## src/rtl/hazard_pkg.sv

```systemverilog
// Shared types and default widths for the pipeline hazard controller.
package hazard_pkg;

    typedef enum logic [1:0] {
        RUN        = 2'd0,
        MC_WAIT    = 2'd1,
        TRAP_DRAIN = 2'd2
    } hz_state_t;

    localparam int unsigned REG_ADDR_W_DEF = 5;
    localparam int unsigned MC_TIMEOUT_DEF = 64;
    localparam int unsigned DRAIN_CYC_DEF  = 2;
    localparam int unsigned CNT_W_DEF      = 32;

    // Hard-wired zero register; never a real dependency.
    localparam int unsigned REG_X0 = 0;

    typedef struct packed {
        logic pc_stall;
        logic ifid_stall;
        logic idex_stall;
        logic ifid_flush;
        logic idex_flush;
        logic exmem_flush;
        logic mc_kill;
        logic mc_timeout;
    } hz_ctrl_t;

endpackage

```

## src/rtl/hazard_sat_cnt.sv

```systemverilog
// Saturating up-counter with synchronous active-high clear.
module hazard_sat_cnt #(
    parameter int unsigned W = 32
) (
    input  logic         clk,
    input  logic         reset,
    input  logic         inc_i,
    output logic [W-1:0] cnt_o
);

    logic [W-1:0] cnt_q;
    logic [W-1:0] cnt_d;

    always_comb begin
        cnt_d = cnt_q;
        if (inc_i && (cnt_q != {W{1'b1}})) begin
            cnt_d = cnt_q + W'(1);
        end
    end

    always_ff @(posedge clk) begin
        if (reset) begin
            cnt_q <= '0;
        end else begin
            cnt_q <= cnt_d;
        end
    end

    assign cnt_o = cnt_q;

endmodule

```

## src/rtl/hazard_ctrl.sv

```systemverilog
// Pipeline stall/flush controller: load-use, redirect, multicycle wait and trap drain.
// Define HAZARD_PERF_EN to build the stall/flush performance counters.
module hazard_ctrl
    import hazard_pkg::*;
#(
    parameter int unsigned REG_ADDR_W = REG_ADDR_W_DEF,
    parameter int unsigned MC_TIMEOUT = MC_TIMEOUT_DEF,
    parameter int unsigned DRAIN_CYC  = DRAIN_CYC_DEF,
    parameter int unsigned CNT_W      = CNT_W_DEF
) (
    input  logic                  clk,
    input  logic                  reset,
    input  logic [REG_ADDR_W-1:0] id_rs1,
    input  logic [REG_ADDR_W-1:0] id_rs2,
    input  logic                  id_use_rs1,
    input  logic                  id_use_rs2,
    input  logic                  ex_load,
    input  logic [REG_ADDR_W-1:0] ex_rd,
    input  logic                  ex_redirect,
    input  logic                  mc_start,
    input  logic                  mc_done,
    input  logic                  mem_trap,
    output logic                  pc_stall,
    output logic                  ifid_stall,
    output logic                  idex_stall,
    output logic                  ifid_flush,
    output logic                  idex_flush,
    output logic                  exmem_flush,
    output logic                  mc_kill,
    output logic                  mc_timeout,
    output logic [CNT_W-1:0]      stall_cnt,
    output logic [CNT_W-1:0]      flush_cnt
);

    localparam int unsigned MC_CNT_W = $clog2(MC_TIMEOUT);
    localparam int unsigned DRAIN_W  = (DRAIN_CYC > 1) ? $clog2(DRAIN_CYC) : 1;

    localparam logic [MC_CNT_W-1:0] MC_LAST    = MC_CNT_W'(MC_TIMEOUT - 1);
    localparam logic [DRAIN_W-1:0]  DRAIN_LAST = DRAIN_W'(DRAIN_CYC - 1);
    // A single-cycle drain is fully covered by the trap cycle itself.
    localparam hz_state_t           TRAP_NEXT  = (DRAIN_CYC > 1) ? TRAP_DRAIN : RUN;

    hz_state_t             state_q, state_d;
    logic [MC_CNT_W-1:0]   mc_cnt_q, mc_cnt_d;
    logic [DRAIN_W-1:0]    drain_cnt_q, drain_cnt_d;
    hz_ctrl_t              ctrl_c;
    logic                  load_use_c;

    assign load_use_c = ex_load && (ex_rd != REG_ADDR_W'(REG_X0)) &&
                        ((id_use_rs1 && (id_rs1 == ex_rd)) ||
                         (id_use_rs2 && (id_rs2 == ex_rd)));

    always_ff @(posedge clk) begin
        if (reset) begin
            state_q     <= RUN;
            mc_cnt_q    <= '0;
            drain_cnt_q <= '0;
        end else begin
            state_q     <= state_d;
            mc_cnt_q    <= mc_cnt_d;
            drain_cnt_q <= drain_cnt_d;
        end
    end

    always_comb begin
        state_d     = state_q;
        mc_cnt_d    = mc_cnt_q;
        drain_cnt_d = drain_cnt_q;
        ctrl_c      = '0;

        if (reset) begin
            ctrl_c.ifid_flush  = 1'b1;
            ctrl_c.idex_flush  = 1'b1;
            ctrl_c.exmem_flush = 1'b1;
        end else begin
            unique case (state_q)
                RUN: begin
                    if (mem_trap) begin
                        ctrl_c.ifid_flush  = 1'b1;
                        ctrl_c.idex_flush  = 1'b1;
                        ctrl_c.exmem_flush = 1'b1;
                        drain_cnt_d        = DRAIN_LAST;
                        state_d            = TRAP_NEXT;
                    end else if (ex_redirect) begin
                        ctrl_c.ifid_flush = 1'b1;
                        ctrl_c.idex_flush = 1'b1;
                    end else if (mc_start && !mc_done) begin
                        ctrl_c.pc_stall    = 1'b1;
                        ctrl_c.ifid_stall  = 1'b1;
                        ctrl_c.idex_stall  = 1'b1;
                        ctrl_c.exmem_flush = 1'b1;
                        mc_cnt_d           = '0;
                        state_d            = MC_WAIT;
                    end else if (load_use_c) begin
                        ctrl_c.pc_stall   = 1'b1;
                        ctrl_c.ifid_stall = 1'b1;
                        ctrl_c.idex_flush = 1'b1;
                    end
                end

                MC_WAIT: begin
                    // Redirects cannot occur while EX is occupied by the multicycle op.
                    if (mem_trap) begin
                        ctrl_c.ifid_flush  = 1'b1;
                        ctrl_c.idex_flush  = 1'b1;
                        ctrl_c.exmem_flush = 1'b1;
                        ctrl_c.mc_kill     = 1'b1;
                        drain_cnt_d        = DRAIN_LAST;
                        state_d            = TRAP_NEXT;
                    end else if (mc_done) begin
                        state_d = RUN;
                    end else if (mc_cnt_q == MC_LAST) begin
                        ctrl_c.mc_timeout  = 1'b1;
                        ctrl_c.mc_kill     = 1'b1;
                        ctrl_c.idex_flush  = 1'b1;
                        ctrl_c.exmem_flush = 1'b1;
                        state_d            = RUN;
                    end else begin
                        ctrl_c.pc_stall    = 1'b1;
                        ctrl_c.ifid_stall  = 1'b1;
                        ctrl_c.idex_stall  = 1'b1;
                        ctrl_c.exmem_flush = 1'b1;
                        mc_cnt_d           = mc_cnt_q + MC_CNT_W'(1);
                    end
                end

                TRAP_DRAIN: begin
                    if (mem_trap) begin
                        ctrl_c.ifid_flush  = 1'b1;
                        ctrl_c.idex_flush  = 1'b1;
                        ctrl_c.exmem_flush = 1'b1;
                        drain_cnt_d        = DRAIN_LAST;
                        state_d            = TRAP_NEXT;
                    end else begin
                        ctrl_c.ifid_flush = 1'b1;
                        if (drain_cnt_q == '0) begin
                            state_d = RUN;
                        end else begin
                            drain_cnt_d = drain_cnt_q - DRAIN_W'(1);
                        end
                    end
                end

                default: begin
                    state_d = RUN;
                end
            endcase
        end
    end

    assign pc_stall    = ctrl_c.pc_stall;
    assign ifid_stall  = ctrl_c.ifid_stall;
    assign idex_stall  = ctrl_c.idex_stall;
    assign ifid_flush  = ctrl_c.ifid_flush;
    assign idex_flush  = ctrl_c.idex_flush;
    assign exmem_flush = ctrl_c.exmem_flush;
    assign mc_kill     = ctrl_c.mc_kill;
    assign mc_timeout  = ctrl_c.mc_timeout;

`ifdef HAZARD_PERF_EN
    hazard_sat_cnt #(
        .W (CNT_W)
    ) u_stall_cnt (
        .clk   (clk),
        .reset (reset),
        .inc_i (ctrl_c.pc_stall),
        .cnt_o (stall_cnt)
    );

    hazard_sat_cnt #(
        .W (CNT_W)
    ) u_flush_cnt (
        .clk   (clk),
        .reset (reset),
        .inc_i (ctrl_c.ifid_flush | ctrl_c.idex_flush | ctrl_c.exmem_flush),
        .cnt_o (flush_cnt)
    );
`else
    assign stall_cnt = '0;
    assign flush_cnt = '0;
`endif

endmodule
```

## config.mk

```make
export PLATFORM = sky130hd
export DESIGN_NAME = hazard_ctrl
export DESIGN_NICKNAME = d
export VERILOG_FILES = /design/src/rtl/hazard_pkg.sv /design/src/rtl/hazard_sat_cnt.sv /design/src/rtl/hazard_ctrl.sv
export SDC_FILE = /design/constraint.sdc
export NUM_CORES = 1
export LEC_CHECK = 0
export ABC_AREA = 1
export BUFFER_PORTS_ARGS = -buffer_cell sky130_fd_sc_hd__buf_2
export CORE_UTILIZATION = 39
export CTS_BUF_LIST = sky130_fd_sc_hd__clkbuf_8
export CTS_CLUSTER_DIAMETER = 50
export DETAILED_ROUTE_END_ITERATION = 6
export PLACE_DENSITY = 0.77
export REMOVE_ABC_BUFFERS = 1
export SLEW_MARGIN = 5
export SYNTH_ARGS = -nofsm -noshare
export SYNTH_HDL_FRONTEND = slang
export SYNTH_SLANG_ARGS = --single-unit
```

## constraint.sdc

```tcl
create_clock -name clk -period 1.5 [get_ports clk]
set_input_delay 0.15 -clock clk [delete_from_list [all_inputs] [get_ports clk]]
set_output_delay 0.15 -clock clk [all_outputs]
set_load 0.05 [all_outputs]
```

== After elaboration in Yosys (flattened, before gate mapping) ==
Index checks and enable logic that the tools add are counted.

* Flip-flop bits (word level): 9
* Input bits: 24
* Output and inout port bits: 72

* Add/subtract/negate cells: 2
* Equal/unequal tests: 16
* Multiplexer cells: 47
* Reduce and logical (&&, ||, !) cells: 15

{| class="wikitable"
|+ Operators by type and width
! operator !! count
|-
| $mux 6 || 6
|-
| $mux 2 || 14
|-
| $mux 3 || 9
|-
| $mux 1 || 12
|-
| $ne 2x2->1 const B || 6
|-
| $pmux 6 s2 || 1
|-
| $eq 5x5->1 || 2
|-
| $ne 3x3->1 const B || 3
|-
| $pmux 3 s3 || 1
|-
| $reduce_and 7->1 || 1
|-
| $add 6x1->6 const B || 1
|-
| $eq 6x6->1 const B || 1
|-
| $pmux 2 s3 || 1
|-
| $pmux 3 s2 || 1
|-
| $logic_and 1x1->1 || 5
|-
| $reduce_bool 5->1 || 1
|-
| $mux 4 || 1
|-
| $ne 4x4->1 const B || 1
|-
| $reduce_and 4->1 || 1
|-
| $reduce_bool 2->1 || 2
|-
| $eq 2x1->1 const B || 1
|-
| $eq 2x2->1 const B || 1
|-
| $logic_not 2->1 || 1
|-
| $ne 2x1->1 const B || 1
|-
| other kinds (6) || 6
|}

== Logic depth before layout (Yosys ltp) ==
* Depth in word-level cells: 10
* Depth in mapped cells: 11
* Depth with buffers taken out: 11

== Worst setup path before layout ==
No wires, ideal clock.

* Path type: reg2out
* From: reg state_q[0]
* To: out pc_stall
* Arrival time: 2419 ps
* Slack: -1069 ps
* Cell stages (with the launch flop): 8
* Path buffers: 1
* Cell sequence: dfxtp_1 -> inv_1 -> ha_1 -> inv_2 -> nor3_1 -> nand3_1 -> o21ai_0 -> buf_4

* Longest elaborated chain between the ends: 3
* Elaborated cells on any way between the ends: 4

{| class="wikitable"
|+ Ends and longest elaborated chain
! element !! RTL line !! text
|-
| from (decl) || hazard_ctrl.sv:43 || <nowiki>hz_state_t state_q, state_d;</nowiki>
|-
| from (signal assigned) || hazard_ctrl.sv:59 || <nowiki>state_q <= state_d;</nowiki>
|-
| $eq 2x1->1 or $logic_not 2->1 (tied branches) || hazard_ctrl.sv:76 || <nowiki>unique case (state_q)</nowiki>
|-
| $pmux 3 s2 (*) || hazard_ctrl.sv:76 ||
|-
| $mux 3 (*) || hazard_ctrl.sv:71 || <nowiki>if (reset) begin</nowiki>
|-
| to (decl) || hazard_ctrl.sv:23 || <nowiki>output logic pc_stall,</nowiki>
|}

Mark *: on every way between the ends. The rest lies on a longest branch, timed or not.

== Worst setup path after layout ==
* From: reg mc_cnt_q[0]
* To: out mc_timeout

* Longest elaborated chain between the ends: 6

{| class="wikitable"
|+ Ends and longest elaborated chain
! element !! RTL line !! text
|-
| from (decl) || hazard_ctrl.sv:44 || <nowiki>logic [MC_CNT_W-1:0] mc_cnt_q, mc_cnt_d;</nowiki>
|-
| from (signal assigned) || hazard_ctrl.sv:60 || <nowiki>mc_cnt_q <= mc_cnt_d;</nowiki>
|-
| $eq 6x6->1 || hazard_ctrl.sv:112 || <nowiki>end else if (mc_cnt_q == MC_LAST) begin</nowiki>
|-
| $mux 2 || hazard_ctrl.sv:112 ||
|-
| $mux 4 || hazard_ctrl.sv:110 || <nowiki>end else if (mc_done) begin</nowiki>
|-
| $mux 1 || hazard_ctrl.sv:103 || <nowiki>if (mem_trap) begin</nowiki>
|-
| $mux 2 || hazard_ctrl.sv:76 ||
|-
| $mux 2 || hazard_ctrl.sv:71 ||
|-
| to (decl) || hazard_ctrl.sv:30 || <nowiki>output logic mc_timeout,</nowiki>
|}

Every way passes these cells.

==> results.toml <==
[status]
status = "finished with violations"
violations = "negative setup slack"

[worst_hold_path]
hold_class = "primary input to register"

[grt]
globalRoute.totalOverflow = 0
grt_pass1_wl_mm = 5.15
grt_pass1_vias = 1290
grt_max_degree = 11
grt_use_total_pct = 16.4
grt_antenna_before_repair = 0

[clock_tree]
cts_buffers = 3
cts_buffer_depth = 2
worstSkewPairLatency_ps = 250
clk_pin_slew_ps = 50
cts_tree = "done"
root_buffer = "clkbuf_8"
cts.sink_count = 9
htreeDepth = 1
hold_buffers = 0

[worst_setup_path]
cp_num_buf_inv = 1
r2r_end = "drain_cnt_q$_SDFFE_PP0P_"
setup.worst_path.start = "mc_cnt_q[0]$_SDFFE_PP0P_"
r2r-start = "state_q[1]$_SDFFE_PP0P_"
crit_family = "simple AND/OR/NAND/NOR gates"
endpoint_kind = "primary output"
crit_cells = 6
worst_setup_path_start_kind = "register"
rrSetupSlack_ps = -230
crit_chain = "ha_4 > nand3_4 > nor2_4 > nand2_4 > nor4_1 > buf_4"
cp_slowest_cell = "dfxtp_4"
cp.required_ps = 1350
cp.arrival_ps = 1660
cp_slowest_stage_delay_ps = 360
r2r_cells = 10
endpoint = "mc_timeout"
cp_max_fo = 3
critPathKind = "register to primary output"

[synth]
syn_inst = 240
avgSynthCellArea_um2 = 5.98
synth-seq-cells = 9
syn-cell-area_um2 = 1440
synth_warnings = 0
synth.distinct_cells = 25
yosysSeqAreaShare_pct = 12.6

[floorplan]
io-pin-count = 96
core-area_um2 = 3440
start_util_pct = 41.7
fp-row-count = 21
die_h_um = 62.7
die_w_um = 62.7
die_area_um2 = 3930

[sta]
finalClockSkew_ps = 8.54
finalSetupViolCount = 11
hold_violations = 0
finalMaxSlewViolations = 0
min_period_ps = 1810
rsz0062_at_grt = "yes"
min_period_over_period_pct = 120
max_freq_mhz = 554
setup_ws_ps = -306

[pwr]
p_total_uw = 1430
vdd_drop_max_mv = 0.358
p_per_area_nw_per_um2 = 735
power.leakage_uw = 0.00112

[final_layout]
drive_gt1_share_pct = 35.7
diodes = 0
nNetsFinal = 338
multi_input_area_um2 = 1000
final-seq-area_um2 = 193
final_util_pct = 56.5
area_growth_pct = 35.6
nFillCells = 309

[routing]
viasPerCell = 4.21
drt-met1-wl_mm = 1.38
drtIter0Drc = 46
firstDrtPassIters = 4
antenna_left = 0
vias = 1492
wire_per_inst_um = 9.34
dr_wl_met3_um = 177
drt-total-wl_mm = 3.31
dr.max_layer_used = "met4"
wl_met2_mm = 1.64
drc = 0

[flow_run]
cap_viol_max_count = 0

[place]
dp_hpwl_mm = 2.19
place.port_buffers = 31
pre_cts_ws_ps = -249
gp_congestion = 0.881
[layer usage]
layer / vias up / global-route usage, %
met3: 13 / 3.10
met5: - / 0
met2: 72 / 30.4
met4: 0 / 9.30
li1: 742 / -
met1: 665 / 17.0
[cell type report]
| class | count | share of cell area (%) |
|---|---|---|
| Sequential cell | 9 | 9.90 |
| Clock buffer | 3 | 2.12 |
| Clock inverter | 1 | 0.193 |
| Tap cell | 46 | 2.96 |
| Inverter | 38 | 7.97 |
| Multi-Input combinational cell | 189 | 51.6 |
| Timing Repair Buffer | 68 | 25.2 |
[how the worst min path moves through the flow]
stage                      from                       end  slack, ps  depth (start not counted)
after floorplan           reset  drain_cnt_q$_SDFFE_PP0P_        220                          1
after global placement    reset  mc_cnt_q[1]$_SDFFE_PP0P_        460                          2
after detailed placement  reset  mc_cnt_q[1]$_SDFFE_PP0P_        470                          2
after CTS                 reset   state_q[0]$_SDFFE_PP0P_        210                          2
after global routing      reset  mc_cnt_q[4]$_SDFFE_PP0P_        250                          2
final                     reset  mc_cnt_q[4]$_SDFFE_PP0P_        230                          2
[placed cells by master, fill, tap and decap left out, types with 3 or more instances in the layout]
cell type,count
dfxtp_4,3
o21ai_0,3
inv_1,32
nand2_1,53
buf_2,23
nand3_1,10
nand2_2,6
conb_1,64
nor2_4,3
clkbuf_8,3
buf_4,35
buf_6,10
inv_4,5
nand4_1,4
a21oi_1,6
ha_4,3
dfxtp_1,5
nor2_1,13
[synthesized netlist by cell type]
cell type | n | share of area (%)
nor2_4 | 1 | 0.78
xor2_1 | 1 | 0.61
conb_1 | 1 | 0.26
nand2_4 | 1 | 0.78
buf_6 | 1 | 0.78
ha_1 | 5 | 4.4
o21ai_1 | 2 | 0.70
nand2_2 | 2 | 0.87
dfxtp_1 | 9 | 13
nand3_1 | 13 | 4.5
a21oi_1 | 8 | 2.8
o211ai_1 | 1 | 0.52
nor4_1 | 1 | 0.44
xnor2_1 | 1 | 0.61
nor2_2 | 1 | 0.44
nor3_1 | 2 | 0.70
inv_1 | 36 | 9.4
buf_4 | 65 | 34
inv_2 | 2 | 0.52
nand2_1 | 59 | 15
nor2_1 | 15 | 3.9
nand4_1 | 4 | 1.7
clkbuf_1 | 1 | 0.26
o21ai_0 | 7 | 2.4
a211oi_1 | 1 | 0.52
[through the flow]
step / TNS (ps) / cells / hold WS (ps) / instance area, µm²
4_1_cts: -2540 / 354 / 210 / 1880
3_5_place_dp: -1610 / 337 / 469 / 1560
5_1_grt: -3230 / 354 / 251 / 1950
2_1_floorplan: -5240 / 236 / 219 / 1170
6_report: -2070 / 354 / 227 / 1950
3_3_place_gp: -1220 / 337 / 463 / 1560
[state kept, by name (all words and copies together), names as in the netlist]
| register | cells |
|---|---|
| state_q | 2 |
| mc_cnt_q | 6 |
| drain_cnt_q | 1 |
[cell families (layout without fill, tap and decap cells)]
| kind of cell | Yosys count | after routing | share of synthesized area (%) |
|---|---|---|---|
| buffers and inverters | 105 | 110 | 45.0 |
| AND/OR/NAND/NOR | 99 | 99 | 29.6 |
| AO/OA/AOI/OAI | 19 | 19 | 6.97 |
| flip-flops | 9 | 9 | 12.6 |
| adder cells (fa/ha/maj) | 5 | 5 | 4.36 |
| XOR/XNOR | 2 | 2 | 1.22 |
| other | 1 | 64 | 0.261 |
[where the power goes]
part	total (µW)	switching [µW]	leakage, µW	internal, µW
clock	299	119	0.0000269	180
sequential	256	9.10	0.0000758	247
combinational	874	635	0.00102	240
total	1430	763	0.00112	667
[what timing repair did]
item,in CTS,in global routing
gates cloned,0,0
buffers inserted,14,3
hold endpoints to repair,0,0
resized for setup,54,20
setup endpoints to repair,14,17
pin swaps,16,11
Power figures use the tool's default switching activity.
